--- src/rtl/src_datapath_pkg.sv ---
// Shared constants for the src_datapath slice: data width, ALU operation codes and bus source codes.
// Optional MUL/DIV hardware is controlled by the macro SRC_DATAPATH_MULDIV_EN (see src_alu).
package src_datapath_pkg;

    localparam int DATA_W = 32;

    typedef enum logic [3:0] {
        OP_AND  = 4'b0000,
        OP_OR   = 4'b0001,
        OP_ADD  = 4'b0010,
        OP_SUB  = 4'b0011,
        OP_SHR  = 4'b0100,
        OP_SHRA = 4'b0101,
        OP_SHL  = 4'b0110,
        OP_ROR  = 4'b0111,
        OP_ROL  = 4'b1000,
        OP_MUL  = 4'b1001,
        OP_DIV  = 4'b1010,
        OP_NEG  = 4'b1011,
        OP_NOT  = 4'b1100
    } alu_op_e;

    // Codes 00000-01111 select R0-R15 directly; these cover the special sources.
    typedef enum logic [4:0] {
        SEL_HI  = 5'b10000,
        SEL_LO  = 5'b10001,
        SEL_ZHI = 5'b10010,
        SEL_ZLO = 5'b10011,
        SEL_PC  = 5'b10100,
        SEL_MDR = 5'b10101
    } bus_sel_e;

    function automatic logic [2*DATA_W-1:0] low_word(input logic [DATA_W-1:0] value);
        return {{DATA_W{1'b0}}, value};
    endfunction

endpackage

--- src/rtl/src_alu.sv ---
// Combinational ALU: A=Y, B=bus, 64-bit result destined for Z.
// MUL/DIV logic is only built when SRC_DATAPATH_MULDIV_EN is defined; otherwise those ops return 0.
module src_alu
    import src_datapath_pkg::*;
(
    input  logic [DATA_W-1:0]   A,
    input  logic [DATA_W-1:0]   B,
    input  logic [3:0]          op,
    input  logic                incPC,
    output logic [2*DATA_W-1:0] result
);

    alu_op_e               op_e;
    logic [4:0]            shamt;
    logic [2*DATA_W-1:0]   rot_r;
    logic [2*DATA_W-1:0]   rot_l;

    assign op_e  = alu_op_e'(op);
    assign shamt = B[4:0];
    // Rotating the doubled word avoids a shift by the full width when shamt is 0.
    assign rot_r = {A, A} >> shamt;
    assign rot_l = {A, A} << shamt;

`ifdef SRC_DATAPATH_MULDIV_EN
    logic signed [2*DATA_W-1:0] a_ext;
    logic signed [2*DATA_W-1:0] b_ext;
    logic signed [2*DATA_W-1:0] product;
    logic signed [DATA_W-1:0]   quotient;
    logic signed [DATA_W-1:0]   remainder;

    assign a_ext   = {{DATA_W{A[DATA_W-1]}}, A};
    assign b_ext   = {{DATA_W{B[DATA_W-1]}}, B};
    assign product = a_ext * b_ext;

    always_comb begin
        quotient  = '0;
        remainder = '0;
        if (B == '0) begin
            quotient  = '1;
            remainder = $signed(A);
        end else if (A == {1'b1, {(DATA_W-1){1'b0}}} && B == '1) begin
            // Most-negative / -1 overflows; the wrapped quotient is A itself.
            quotient  = $signed(A);
            remainder = '0;
        end else begin
            quotient  = $signed(A) / $signed(B);
            remainder = $signed(A) % $signed(B);
        end
    end
`endif

    always_comb begin
        result = '0;
        if (incPC) begin
            result = low_word(B + 1'b1);
        end else begin
            case (op_e)
                OP_AND:  result = low_word(A & B);
                OP_OR:   result = low_word(A | B);
                OP_ADD:  result = low_word(A + B);
                OP_SUB:  result = low_word(A - B);
                OP_SHR:  result = low_word(A >> shamt);
                OP_SHRA: result = low_word($unsigned($signed(A) >>> shamt));
                OP_SHL:  result = low_word(A << shamt);
                OP_ROR:  result = low_word(rot_r[DATA_W-1:0]);
                OP_ROL:  result = low_word(rot_l[2*DATA_W-1:DATA_W]);
`ifdef SRC_DATAPATH_MULDIV_EN
                OP_MUL:  result = $unsigned(product);
                OP_DIV:  result = {$unsigned(remainder), $unsigned(quotient)};
`endif
                OP_NEG:  result = low_word(-B);
                OP_NOT:  result = low_word(~B);
                default: result = '0;
            endcase
        end
    end

endmodule

--- src/rtl/src_datapath.sv ---
// Single-bus datapath: register file, special registers, bus mux and the src_alu instance.
// Build with SRC_DATAPATH_MULDIV_EN defined to include MUL/DIV hardware in the ALU.
module src_datapath
    import src_datapath_pkg::*;
(
    input  logic              clock,
    input  logic              clear,
    input  logic [DATA_W-1:0] Mdatain,
    input  logic              MDR_read,
    input  logic              e_PC,
    input  logic              e_IR,
    input  logic              e_Y,
    input  logic              e_Z,
    input  logic              e_HI,
    input  logic              e_LO,
    input  logic              e_MDR,
    input  logic              e_MAR,
    input  logic              e_GP,
    input  logic [3:0]        GP_addr,
    input  logic              incPC,
    input  logic [3:0]        ALU_op,
    input  logic [4:0]        BusDataSelect,
    output logic [DATA_W-1:0] bus_out,
    output logic [DATA_W-1:0] pc_out,
    output logic [DATA_W-1:0] ir_out,
    output logic [DATA_W-1:0] mar_out
);

    logic [DATA_W-1:0]   pc_q, ir_q, y_q, hi_q, lo_q, mdr_q, mar_q;
    logic [2*DATA_W-1:0] z_q;
    logic [DATA_W-1:0]   gpr_q [16];
    logic [DATA_W-1:0]   bus;
    logic [2*DATA_W-1:0] alu_result;

    always_comb begin
        bus = '0;
        if (!BusDataSelect[4]) begin
            bus = gpr_q[BusDataSelect[3:0]];
        end else begin
            case (bus_sel_e'(BusDataSelect))
                SEL_HI:  bus = hi_q;
                SEL_LO:  bus = lo_q;
                SEL_ZHI: bus = z_q[2*DATA_W-1:DATA_W];
                SEL_ZLO: bus = z_q[DATA_W-1:0];
                SEL_PC:  bus = pc_q;
                SEL_MDR: bus = mdr_q;
                default: bus = '0;
            endcase
        end
    end

    src_alu u_alu (
        .A      (y_q),
        .B      (bus),
        .op     (ALU_op),
        .incPC  (incPC),
        .result (alu_result)
    );

    // Every enabled register samples the same pre-edge bus, so simultaneous loads never conflict.
    always_ff @(posedge clock or posedge clear) begin
        if (clear) begin
            pc_q  <= '0;
            ir_q  <= '0;
            y_q   <= '0;
            z_q   <= '0;
            hi_q  <= '0;
            lo_q  <= '0;
            mdr_q <= '0;
            mar_q <= '0;
            // NOTE: the register file is architecturally cleared, so it is built from flops, not a RAM macro.
            for (int i = 0; i < 16; i++) gpr_q[i] <= '0;
        end else begin
            if (e_PC)  pc_q  <= bus;
            if (e_IR)  ir_q  <= bus;
            if (e_Y)   y_q   <= bus;
            if (e_Z)   z_q   <= alu_result;
            if (e_HI)  hi_q  <= bus;
            if (e_LO)  lo_q  <= bus;
            if (e_MAR) mar_q <= bus;
            if (e_MDR) mdr_q <= MDR_read ? Mdatain : bus;
            if (e_GP)  gpr_q[GP_addr] <= bus;
        end
    end

    assign bus_out = bus;
    assign pc_out  = pc_q;
    assign ir_out  = ir_q;
    assign mar_out = mar_q;

endmodule

--- config.mk ---
export PLATFORM = sky130hd
export DESIGN_NAME = src_datapath
export DESIGN_NICKNAME = d
export VERILOG_FILES = /design/src/rtl/src_datapath_pkg.sv /design/src/rtl/src_alu.sv /design/src/rtl/src_datapath.sv
export SDC_FILE = /design/constraint.sdc
export NUM_CORES = 2
export LEC_CHECK = 0
export ABC_AREA = 1
export ABC_CLOCK_PERIOD_IN_PS = 46900
export BUFFER_PORTS_ARGS = -buffer_cell sky130_fd_sc_hd__buf_4
export CORE_ASPECT_RATIO = 1.75
export CORE_MARGIN = 2
export CORE_UTILIZATION = 52
export DETAILED_ROUTE_END_ITERATION = 10
export PLACE_DENSITY = 0.76
export SETUP_SLACK_MARGIN = 0.02
export SYNTH_ARGS = -nofsm -noshare
export SYNTH_HDL_FRONTEND = slang
export SYNTH_SLANG_ARGS = --single-unit
--- constraint.sdc ---
create_clock -name clock -period 46.9 [get_ports clock]
set_input_delay 2.345 -clock clock [delete_from_list [all_inputs] [get_ports clock]]
set_output_delay 2.345 -clock clock [all_outputs]
set_load 0.01 [all_outputs]
==> results.json <==
{
  "status": "complete, but fails checks",
  "violations": "design-rule violations, max-capacitance violations",
  "combPwrFrac": 0.303,
  "start_util": 0.523,
  "ys.flop_type": "dfrtp_1",
  "finalCritPeriodShare": 0.195,
  "fin_util": 0.564,
  "vias_per_cell": 6.40,
  "worst_pin_slew_ns": 1.48,
  "max_freq_ghz": 0.110,
  "crit_type": "input port to register",
  "grt-ovfl-total": 0,
  "die_area_um2": 93500,
  "r2r_slack_ns": 41.10,
  "critPathLaunchType": "input port",
  "synth_edf_count": 0,
  "slowest_stage": "buf_4",
  "cp_slowest_stage_delay_ns": 0.64,
  "track_usage": 0.504,
  "hp-start": "gpr_q[140]$_DFFE_PP0P_",
  "synth-seq-cells": 768,
  "antenna_found_initial": 21,
  "root_buffer": "clkbuf_16",
  "cts_made_buffers": 70,
  "finalNetCount": 6878,
  "ir_worst_vdd_v": 0.0000256,
  "totalPowerFinal_w": 0.00206,
  "chipWidth_um": 232,
  "core_area_um2": 90400,
  "post-cts-setup-buffers": 0,
  "final_layout_size_suffix_gt1_frac": 0.0792,
  "mostFrequentLayoutCell": "nand2_1",
  "grt_pass1_wl_um": 338000,
  "reg2reg_depth": 27,
  "hold_path_end": "gpr_q[140]$_DFFE_PP0P_",
  "synth_cells": 6822,
  "min_path_type": "register to register",
  "rsz0062_at_grt": "false",
  "p_per_area_nw_per_um2": 40.3,
  "final_cell_mix": "nand2_1, o21ai_0, dfrtp_1",
  "clk_latency_ns": 0.67,
  "maxSlewViolCount": 0,
  "hold_violations": 0,
  "syn_avg_cell_area_um2": 6.93,
  "cts.sinks": 768,
  "dpl.hpwl_um": 167000,
  "maxCapViolations": 1,
  "htreeDepth": 3,
  "worstPathArrival_ns": 9.66,
  "cts-resized-gates": 0,
  "routed-via-count": 51000,
  "holdBufCountCts": 0,
  "pwr-share-seq": 0.409,
  "die_height_um": 403,
  "port_buffers": 185,
  "yosysUniqueCellTypes": 59,
  "rows": 146,
  "rr_startpoint": "gpr_q[384]$_DFFE_PP0P_",
  "fin_crit_ns": 9.13,
  "area_growth_pct": 7.88,
  "ys.warnings.count": 0,
  "r2r_end": "z_q[27]$_DFFE_PP0P_",
  "relSlewSlack": 0.0102,
  "drt_iter0_markers": 7148,
  "wirelength_um": 237000,
  "cp_common_cell": "nand3_1",
  "endpoint_kind": "register",
  "clkTransAtPathRegs_ns": 0.06,
  "whs_path_depth": 2,
  "fillerInstances": 8540,
  "sw_frac_of_total": 0.389,
  "route.detailed.drc": 1,
  "final_antenna_net_count": 0,
  "crit_required_ns": 47.43,
  "grt_pass1_vias": 48900,
  "cts_tree": "built",
  "p_int_w": 0.00126,
  "grt_max_degree": 139,
  "final.setup.tns_ns": 0,
  "path_max_fanout": 62,
  "p_sw_w": 0.000800,
  "gp_congestion": 1.12,
  "syn_nets": 6971,
  "leakagePower_nw": 24.9,
  "setup_viol_count_final": 0,
  "finalClockSkew_ns": 0.0345,
  "syn_area_um2": 47300,
  "async_reset_ff_frac": 1.00,
  "seq_area_frac_synth": 0.406,
  "pin_count": 186,
  "cts_buffer_depth": 3,
  "dr.pass1.iters": 11,
  "p_clk_frac": 0.288,
  "wl_per_cell_um": 29.7
}
## stage by stage
step,area [µm²],hold slack (ns),std cells,setup WS (ns)
after global placement,48700,0.461,7841,37.82
after floorplan,47300,0.448,6822,23.00
after detailed placement,48700,0.468,7841,37.73
after CTS,51000,0.483,7964,38.08
after global routing,51000,0.501,7964,37.68
final,51000,0.481,7978,37.77
## synth_stat cells (all sizes together) (17+ instances only)
library cell / count / share of area
clkinv: 17 / 0.0014
nor3: 28 / 0.0041
nand2: 2244 / 0.18
a21oi: 270 / 0.029
nand4: 44 / 0.0058
a22oi: 18 / 0.0029
clkbuf: 256 / 0.020
a211oi: 22 / 0.0035
ha: 89 / 0.024
nand3: 708 / 0.077
nor2: 418 / 0.035
inv: 533 / 0.042
xor2: 20 / 0.0037
nand3b: 18 / 0.0029
o21ai: 993 / 0.11
o221ai: 25 / 0.0046
o211ai: 26 / 0.0041
buf: 202 / 0.029
o22ai: 46 / 0.0061
dfrtp: 768 / 0.41
## logic make-up (layout without fill, tap and decap cells)
family                   after synthesis  count (layout)  share of synthesized area
flip-flops                           768             768                      0.406
XOR/XNOR                              26              26                    0.00481
other                                  0              14                          0
adder cells (fa/ha/maj)               91              91                     0.0244
AND/OR/NAND/NOR                     3479            3479                      0.307
AO/OA/AOI/OAI                       1450            1450                      0.164
buffers and inverters               1008             966                     0.0934
## area by class of cell
type,count,area (µm²),area share
sequential,768,19200,0.377
timing repair buffer,293,2200,0.0432
clock inverter,31,303,0.00593
clock buffer,92,1970,0.0385
inverter,550,2080,0.0407
multi-input combinational,5046,23700,0.465
tap,1184,1480,0.0290
antenna,14,35.0,0.000686
## worst max path at each step
stage                          start              endpoint  slack [ns]
detailed placement  BusDataSelect[0]   z_q[27]$_DFFE_PP0P_       37.73
finish              BusDataSelect[0]   z_q[27]$_DFFE_PP0P_       37.77
global route        BusDataSelect[0]   z_q[27]$_DFFE_PP0P_       37.68
CTS                 BusDataSelect[0]            bus_out[0]       38.08
floorplan                      clear  gpr_q[0]$_DFFE_PP0P_       23.00
global placement    BusDataSelect[0]   z_q[27]$_DFFE_PP0P_       37.82
## registers in the layout (all words and copies together), names as in the netlist
| register | flops |
|---|---|
| gpr_q | 512 |
| hi_q | 32 |
| ir_out | 32 |
| lo_q | 32 |
| mar_out | 32 |
| mdr_q | 32 |
| pc_out | 32 |
| y_q | 32 |
| z_q | 32 |
## power groups by stage
stage,clock (W),combinational [W],sequential [W]
floorplan,0,0.000370,0.000834
global placement,0,0.000577,0.000845
detailed placement,0,0.000585,0.000849
CTS,0.000590,0.000590,0.000838
global route,0.000616,0.000667,0.000851
finish,0.000592,0.000623,0.000842
## routing by layer
layer  vias to the layer above  part of all wire  GRT usage
li1                      22100                 -          -
met1                     24200              0.31      0.513
met2                      3557              0.46      0.807
met3                      1214              0.10      0.148
met4                        18              0.13      0.506
met5                         -           0.00049          0
## critical path, delay by kind of cell
kind	cells	cell delay, ns
simple gates	17	3.60
buf+inv	5	2.48
compound gates	4	0.73
fa+ha+maj	1	0.31
(Power assumes the default switching activity.)
